## src/rtl/i2c_byte_master_if.sv

```systemverilog
// rtl/i2c_byte_master_if.sv - command/response bundle between the sensor sequencer and the I2C byte engine
interface i2c_byte_master_if;
  logic       cmd_valid;
  logic       cmd_ready;
  logic [1:0] cmd;
  logic [6:0] slave_addr;
  logic       mode;
  logic [7:0] write_data;
  logic       ack_out;
  logic       done;
  logic       ack_err;
  logic       cmd_err;
  logic [7:0] read_data;
  logic       bus_owned;

  modport master (
    output cmd_valid, cmd, slave_addr, mode, write_data, ack_out,
    input  cmd_ready, done, ack_err, cmd_err, read_data, bus_owned
  );

  modport slave (
    input  cmd_valid, cmd, slave_addr, mode, write_data, ack_out,
    output cmd_ready, done, ack_err, cmd_err, read_data, bus_owned
  );
endinterface

```

## src/rtl/i2c_byte_master.sv

```systemverilog
// rtl/i2c_byte_master.sv - single-master I2C byte engine: START+addr, WRITE, READ, STOP on open-drain lines
module i2c_byte_master #(
  parameter int DIV = 4
) (
  input  logic             clock,
  input  logic             reset_n,
  i2c_byte_master_if.slave bus,
  output logic             scl_oe,
  output logic             sda_oe,
  input  logic             sda_in
);
  localparam logic [1:0] CMD_START = 2'd0;
  localparam logic [1:0] CMD_READ  = 2'd2;
  localparam logic [1:0] CMD_STOP  = 2'd3;
  localparam logic [7:0] DIV_LAST  = 8'(DIV - 1);

  typedef enum logic [2:0] {S_IDLE, S_START, S_BITS, S_ACK, S_STOP, S_DONE} state_t;

  state_t     state;
  logic [1:0] quarter;
  logic [7:0] div_cnt;
  logic [2:0] bit_cnt;
  logic [7:0] tx_sr;
  logic [7:0] rx_sr;
  logic [1:0] op;
  logic       ack_out_r;
  logic       ack_sample;

  logic phase_end, is_read, tx_bit, next_tx_bit, ack_bit;
  assign phase_end   = (div_cnt == DIV_LAST);
  assign is_read     = (op == CMD_READ);
  assign tx_bit      = is_read | tx_sr[7];
  assign next_tx_bit = is_read | tx_sr[6];
  assign ack_bit     = !is_read | ack_out_r;

  // {scl_oe, sda_oe} for quarter q of a state; b is the line level wanted on SDA for a bit slot
  function automatic logic [1:0] lines(input state_t st, input logic [1:0] q, input logic b);
    case (st)
      S_START: lines = {(q == 2'd0) || (q == 2'd3), q[1]};
      S_STOP:  lines = {q == 2'd0, !q[1]};
      default: lines = {(q == 2'd0) || (q == 2'd3), !b};
    endcase
  endfunction

  always_ff @(posedge clock or negedge reset_n) begin
    if (!reset_n) begin
      state         <= S_IDLE;
      quarter       <= 2'd0;
      div_cnt       <= 8'd0;
      bit_cnt       <= 3'd0;
      tx_sr         <= 8'd0;
      rx_sr         <= 8'd0;
      op            <= 2'd0;
      ack_out_r     <= 1'b0;
      ack_sample    <= 1'b0;
      scl_oe        <= 1'b0;
      sda_oe        <= 1'b0;
      bus.cmd_ready <= 1'b1;
      bus.done      <= 1'b0;
      bus.ack_err   <= 1'b0;
      bus.cmd_err   <= 1'b0;
      bus.read_data <= 8'd0;
      bus.bus_owned <= 1'b0;
    end else begin
      bus.done <= 1'b0;
      case (state)
        S_IDLE, S_DONE: begin
          state <= S_IDLE;
          if (bus.cmd_valid) begin
            op        <= bus.cmd;
            ack_out_r <= bus.ack_out;
            quarter   <= 2'd0;
            // the accept cycle itself is the first clock of quarter 0
            div_cnt   <= 8'd1;
            if (bus.cmd != CMD_START && !bus.bus_owned) begin
              state       <= S_DONE;
              bus.done    <= 1'b1;
              bus.cmd_err <= 1'b1;
              bus.ack_err <= 1'b0;
            end else begin
              bus.cmd_ready <= 1'b0;
              case (bus.cmd)
                CMD_START: begin
                  state            <= S_START;
                  tx_sr            <= {bus.slave_addr, bus.mode};
                  {scl_oe, sda_oe} <= lines(S_START, 2'd0, 1'b1);
                end
                CMD_STOP: begin
                  state            <= S_STOP;
                  {scl_oe, sda_oe} <= lines(S_STOP, 2'd0, 1'b1);
                end
                default: begin
                  state            <= S_BITS;
                  bit_cnt          <= 3'd7;
                  tx_sr            <= bus.write_data;
                  {scl_oe, sda_oe} <= lines(S_BITS, 2'd0, (bus.cmd == CMD_READ) || bus.write_data[7]);
                end
              endcase
            end
          end
        end
        default: begin
          if (phase_end && quarter == 2'd2) begin
            if (state == S_BITS) rx_sr <= {rx_sr[6:0], sda_in};
            if (state == S_ACK) ack_sample <= sda_in;
          end
          if (!phase_end) begin
            div_cnt <= div_cnt + 8'd1;
          end else begin
            div_cnt <= 8'd0;
            quarter <= quarter + 2'd1;
            if (quarter != 2'd3) begin
              {scl_oe, sda_oe} <= lines(state, quarter + 2'd1, (state == S_ACK) ? ack_bit : tx_bit);
            end else begin
              case (state)
                S_START: begin
                  state            <= S_BITS;
                  bit_cnt          <= 3'd7;
                  {scl_oe, sda_oe} <= lines(S_BITS, 2'd0, tx_bit);
                end
                S_BITS: begin
                  tx_sr <= {tx_sr[6:0], 1'b0};
                  if (bit_cnt == 3'd0) begin
                    state            <= S_ACK;
                    {scl_oe, sda_oe} <= lines(S_ACK, 2'd0, ack_bit);
                  end else begin
                    bit_cnt          <= bit_cnt - 3'd1;
                    {scl_oe, sda_oe} <= lines(S_BITS, 2'd0, next_tx_bit);
                  end
                end
                S_ACK: begin
                  state         <= S_DONE;
                  bus.done      <= 1'b1;
                  bus.cmd_ready <= 1'b1;
                  bus.cmd_err   <= 1'b0;
                  bus.ack_err   <= !is_read && ack_sample;
                  if (is_read) bus.read_data <= rx_sr;
                  if (op == CMD_START) bus.bus_owned <= 1'b1;
                end
                default: begin
                  state         <= S_DONE;
                  bus.done      <= 1'b1;
                  bus.cmd_ready <= 1'b1;
                  bus.cmd_err   <= 1'b0;
                  bus.ack_err   <= 1'b0;
                  bus.bus_owned <= 1'b0;
                end
              endcase
            end
          end
        end
      endcase
    end
  end
endmodule

```

## src/flat_wrapper.sv

```systemverilog
// flat-port wrapper written by rule: the top's interface ports become plain ports
module i2c_byte_master_flat 
#(
  parameter int DIV = 4
)
  (clock, reset_n, scl_oe, sda_oe, sda_in, bus_cmd_valid, bus_cmd, bus_slave_addr, bus_mode, bus_write_data, bus_ack_out, bus_cmd_ready, bus_done, bus_ack_err, bus_cmd_err, bus_read_data, bus_bus_owned);
  i2c_byte_master_if bus_i ();
  input  logic clock;
  input  logic reset_n;
  output logic scl_oe;
  output logic sda_oe;
  input  logic sda_in;
  input wire logic [$bits(bus_i.cmd_valid)-1:0] bus_cmd_valid;
  input wire logic [$bits(bus_i.cmd)-1:0] bus_cmd;
  input wire logic [$bits(bus_i.slave_addr)-1:0] bus_slave_addr;
  input wire logic [$bits(bus_i.mode)-1:0] bus_mode;
  input wire logic [$bits(bus_i.write_data)-1:0] bus_write_data;
  input wire logic [$bits(bus_i.ack_out)-1:0] bus_ack_out;
  output wire logic [$bits(bus_i.cmd_ready)-1:0] bus_cmd_ready;
  output wire logic [$bits(bus_i.done)-1:0] bus_done;
  output wire logic [$bits(bus_i.ack_err)-1:0] bus_ack_err;
  output wire logic [$bits(bus_i.cmd_err)-1:0] bus_cmd_err;
  output wire logic [$bits(bus_i.read_data)-1:0] bus_read_data;
  output wire logic [$bits(bus_i.bus_owned)-1:0] bus_bus_owned;
  assign bus_i.cmd_valid = bus_cmd_valid;
  assign bus_i.cmd = bus_cmd;
  assign bus_i.slave_addr = bus_slave_addr;
  assign bus_i.mode = bus_mode;
  assign bus_i.write_data = bus_write_data;
  assign bus_i.ack_out = bus_ack_out;
  assign bus_cmd_ready = bus_i.cmd_ready;
  assign bus_done = bus_i.done;
  assign bus_ack_err = bus_i.ack_err;
  assign bus_cmd_err = bus_i.cmd_err;
  assign bus_read_data = bus_i.read_data;
  assign bus_bus_owned = bus_i.bus_owned;
  i2c_byte_master #(.DIV(DIV)) u_core (.clock(clock), .reset_n(reset_n), .bus(bus_i), .scl_oe(scl_oe), .sda_oe(sda_oe), .sda_in(sda_in));
endmodule
```

## config.mk

```make
export PLATFORM = sky130hd
export DESIGN_NAME = i2c_byte_master_flat
export DESIGN_NICKNAME = d
export VERILOG_FILES = /design/src/rtl/i2c_byte_master_if.sv /design/src/rtl/i2c_byte_master.sv /design/src/flat_wrapper.sv
export SDC_FILE = /design/constraint.sdc
export NUM_CORES = 1
export LEC_CHECK = 0
export ABC_AREA = 0
export CAP_MARGIN = 20
export CORE_MARGIN = 2
export CORE_UTILIZATION = 64
export DETAILED_ROUTE_END_ITERATION = 10
export DONT_BUFFER_PORTS = 1
export PLACE_DENSITY_LB_ADDON = 0.2
export SYNTH_ARGS = -nofsm -noshare
export SYNTH_HDL_FRONTEND = slang
export SYNTH_SLANG_ARGS = --single-unit
export TNS_END_PERCENT = 50
```

## constraint.sdc

```tcl
create_clock -name clock -period 3.6 [get_ports clock]
set_input_delay 0.54 -clock clock [delete_from_list [all_inputs] [get_ports clock]]
set_output_delay 0.54 -clock clock [all_outputs]
set_load 0.01 [all_outputs]
```

# Word-level counts from Yosys, hierarchy flattened
# Index checks and enable logic that the tools add are counted.
# totals
reg_bits,51
in_bits,23
output_inout_bits,15
elab_cells,159
# op_classes
addsub,3
n_eq_ne,22
n_mux,71
bitwise,6
n_reduce_logical,40
# op_table
operator,count
two-way mux 8 bit,9
two-way mux 3 bit,13
two-way mux 1 bit,37
AND reduction 5 bit,4
one-hot mux 3 bit (2 select lines),3
one-hot mux 8 bit (2 select lines),1
"inequality test 2 bit, second input constant",7
"equality test 2 bit, second input constant",5
AND reduction 3 bit,3
"adder 8 x 1 -> 8 bit, second input constant",1
"equality test 8 x 2 -> 1 bit, second input constant",1
zero test 1 bit,8
one-hot mux 1 bit (2 select lines),4
AND reduction 4 bit,2
AND reduction 7 bit,1
"equality test 3 x 2 -> 1 bit, second input constant",2
"equality test 3 bit, second input constant",2
zero test 2 bit,3
zero test 3 bit,2
two-way mux 2 bit,3
"inequality test 3 bit, second input constant",2
AND reduction 6 bit,1
nonzero test 2 bit,3
nonzero test 3 bit,2
other kinds (12),23

# Depth between registers and ports, before layout
# logic_depth
ltp_word,9
depth_mapped,8
depth_no_buf,7

# Worst setup path after synthesis
# Ideal clock, no wire load.
# synth_path
path_type,register -> register
start,register u_core.div_cnt[0]
end,register u_core.tx_sr[0]
setup_time_ns,0.125
t_arrival_ns,2.191
required_ns,3.475
setup_slack_ns,1.285
path_stages_with_launch,9
n_path_buf,2
period_less_slack_ns,2.315
cell_sequence,dfrtp_1 ha_1 or4b_4 or3_1 buf_2 nor2_2 o22a_1 buf_4 mux2_2
# synth_via
elab_chain_len,3
# synth_rtl
item,line_no,source
from (decl),i2c_byte_master.sv:21,logic [7:0] div_cnt;
from (signal assigned),i2c_byte_master.sv:108,div_cnt <= div_cnt + 8'd1;
equality test 8 x 2 -> 1 bit,i2c_byte_master.sv:30,assign phase_end = (div_cnt == DIV_LAST);
nonzero test 2 bit (no line),-,
AND reduction 6 bit (no line),-,
to (signal assigned),i2c_byte_master.sv:85,"tx_sr <= {bus.slave_addr, bus.mode};"
to (signal assigned),i2c_byte_master.sv:95,tx_sr <= bus.write_data;
to (signal assigned),i2c_byte_master.sv:122,"tx_sr <= {tx_sr[6:0], 1'b0};"
to (decl),i2c_byte_master.sv:23,logic [7:0] tx_sr;
# Every way passes these cells.
# A chain may end at the register's enable or synchronous reset.

# Final worst setup path
# layout_path
start,register u_core.div_cnt[0]
end,register u_core.tx_sr[7]
# The elaborated chain is that of the path after synthesis.

==> results.yml <==
pwr:
  power.density_mw_per_mm2: 692
  peakVddDrop_uv: 441
  power_leakage_nw: 1.33
timing:
  report.final.hold_viol_count: 0
  fin_crit_ns: 2.59
  min_period_over_period: 0.720
  finClkSkew_ns: 0.00786
  rsz0062_at_grt: "false"
  finalSetupViolCount: 0
  slew_headroom: 0.619
  worst_pin_slew_ns: 0.571
  setup_tns_ns: 0
  max_freq_mhz: 386
  timing.final.ws_setup_ns: 1.01
  slew_viol_final: 0
yosys:
  ys_warn_count: 0
  synth_top_area_cell: "dfrtp_1"
  yosysTopAreaCellShare: 0.462
  ys_types: 45
  syn_inst: 265
  async_reset_ff_frac: 1.00
  netlist_top_cells_area: "dfrtp_1 (46%), mux2_2 (13%), o21ai_0 (5.9%), ha_1 (4.2%), nand2_1 (3.5%)"
  synth-edff-count: 0
  syn_area_mm2: 0.00271
  syn-num-nets: 297
  syn_area_per_cell_um2: 10.2
  ys_seq_elements: 51
  ys.flop_type: "dfrtp_1"
  ys_seq_area_frac: 0.471
cts:
  clkLatencyLatePin_ns: 0.31
  cts_buffer_depth: 2
  cts_root_buf: "clkbuf_8"
  cts_tree: "yes"
  numCtsBuffers: 5
  cts_setup_buffers: 0
  htreeDepth: 2
  clk_pin_slew_ns: 0.10
  cts_hold_buf: 1
  cts_resized: 0
  cts_num_sinks: 51
setup_path:
  cp_slowest_cell: "or4b_4"
  startpoint_type: "flip-flop"
  crit_required_ns: 3.80
  cp.arrival_ns: 2.80
  cp-end-kind: "flip-flop"
  crit_type: "flip-flop to flip-flop"
  r2r-start: "u_core.div_cnt[0]"
  startpoint: "u_core.div_cnt[0]"
  slowest_delay_ns: 0.49
  worstSetupEndpoint: "u_core.tx_sr[7]"
  r2r_setup_slack_ns: 1.01
  path_max_fanout: 8
  path_cells: "ha_1 > or4b_4 > or3_1 > nor2_2 > o22a_1 > mux2_2"
  rr_worst_depth: 6
  timing.rr.end: "u_core.tx_sr[7]"
final_layout:
  fillers: 299
  final_cell_mix: "dfrtp_1 (50), o21ai_0 (31), mux2_2 (31)"
  area_growth_pct: 5.96
  post-route-util: 0.713
  antenna_cells: 0
  final_cells: 317
  mostFrequentLayoutCell: "dfrtp_1"
  nNetsFinal: 298
  drive_gt1_frac: 0.187
placement:
  place_hpwl_um: 3710
  pre_cts_ws_ns: 1.00
  numPortBuffers: 0
  dp_cells: 308
  gp_congestion: 0.830
grt:
  grt_max_degree: 51
  grt_pass1_wl_um: 9030
  grt_overflow: 0
  antenna_found_initial: 0
  grt_pass1_vias: 1901
  grtUsageTotal: 0.235
drt:
  drt-total-wl_um: 5190
  vias: 1978
  drc_errors: 0
  vias_per_cell: 6.24
  ant_nets: 0
  drt_pass1_iterations: 4
  drt-initial-drc-count: 208
  wl_per_cell_um: 16.4
floorplan:
  fp.coreArea_mm2: 0.00403
  die_h_um: 69.1
  num_rows: 23
  start_util: 0.673
  die_w_um: 69.1
  boundaryPins: 38
  die-area_mm2: 0.00477
hold_path:
  hold_class: "primary input to async pin"
flow_run:
  maxCapViolations: 0
outcome:
  status: "complete, no violations"
cell type report:
class,instances,area (µm²),share of cell area
multi-input cells,195,1360,0.472
flip-flops and latches,51,1280,0.445
clock buffers,5,68.8,0.0240
well taps,50,62.6,0.0218
repair buffers,3,42.5,0.0148
inverters,10,37.5,0.0131
clock inverters,3,26.3,0.00915
report_power, final:
part / switching (mW) / leakage, nW / internal [mW]
registers: 0.179 / 0.665 / 0.724
clock network: 0.202 / 0.0491 / 0.143
logic: 0.422 / 0.618 / 0.316
total: 0.803 / 1.33 / 1.18
worst max-delay path, delay by kind of cell, from the launching register on:
kind | cells | cell delay (ns)
fa+ha+maj | 1 | 0.20
mux | 1 | 0.39
simple gates | 3 | 1.11
compound gates | 1 | 0.40
flops | 1 | 0.38
per-stage QoR:
step	hold WS (ns)	total power [mW]	area [µm²]
finish	0.0646	1.99	2870
floorplan	0.244	1.45	2710
global placement	0.246	1.60	2750
detailed placement	0.246	1.63	2750
global route	0.0437	2.14	2870
CTS	0.0523	1.99	2870
worst min-delay path by stage:
stage,cells after the start,slack [ns],start,endpoint
final,0,0.06,reset_n,u_core.bus.cmd_ready
after global routing,0,0.04,reset_n,u_core.bus.cmd_ready
after CTS,0,0.05,reset_n,u_core.bus.cmd_ready
after detailed placement,0,0.25,reset_n,u_core.bit_cnt[1]
after global placement,0,0.25,reset_n,u_core.op[0]
after floorplan,0,0.24,reset_n,u_core.ack_out_r
state kept, by name (all words and copies together), names as in the netlist, 2 cells and up:
| signal | flops |
|---|---|
| u_core.tx_sr | 8 |
| u_core.quarter | 2 |
| u_core.op | 2 |
| u_core.state | 3 |
| u_core.div_cnt | 8 |
| u_core.bus.read_data | 8 |
| u_core.rx_sr | 8 |
| u_core.bit_cnt | 3 |
cell usage after synthesis (2+ instances only):
cell type / number
nand3_1: 7
o22ai_1: 5
and3_1: 4
a21oi_1: 3
xor2_1: 3
ha_1: 9
inv_1: 10
nand2b_1: 2
dfrtp_1: 50
nor2_1: 21
o21ai_0: 32
a211oi_1: 2
and2_1: 3
nor2b_1: 5
a21o_1: 3
a21boi_0: 2
nor3_1: 7
nor3b_1: 2
nand2_1: 25
a31oi_1: 2
clkbuf_1: 7
mux2i_1: 8
mux2_2: 31
layer usage:
| layer | track usage | share of wire | wire (µm) |
|---|---|---|---|
| met2 | 0.353 | 0.46 | 2410 |
| met3 | 0.0556 | 0.061 | 315 |
| met4 | 0.107 | 0.027 | 139 |
| met5 | 0 | 0 | 0 |
| met1 | 0.327 | 0.45 | 2330 |
cells by family (layout without fill, tap and decap cells):
logic type | Yosys count | in the layout | share of synthesized area
simple gates | 84 | 84 | 0.155
compound gates | 59 | 59 | 0.133
flops | 51 | 51 | 0.471
mux | 39 | 39 | 0.158
buf+inv | 19 | 21 | 0.0282
fa+ha+maj | 9 | 9 | 0.0416
xor+xnor | 4 | 4 | 0.0129
(Power assumes the default switching activity.)
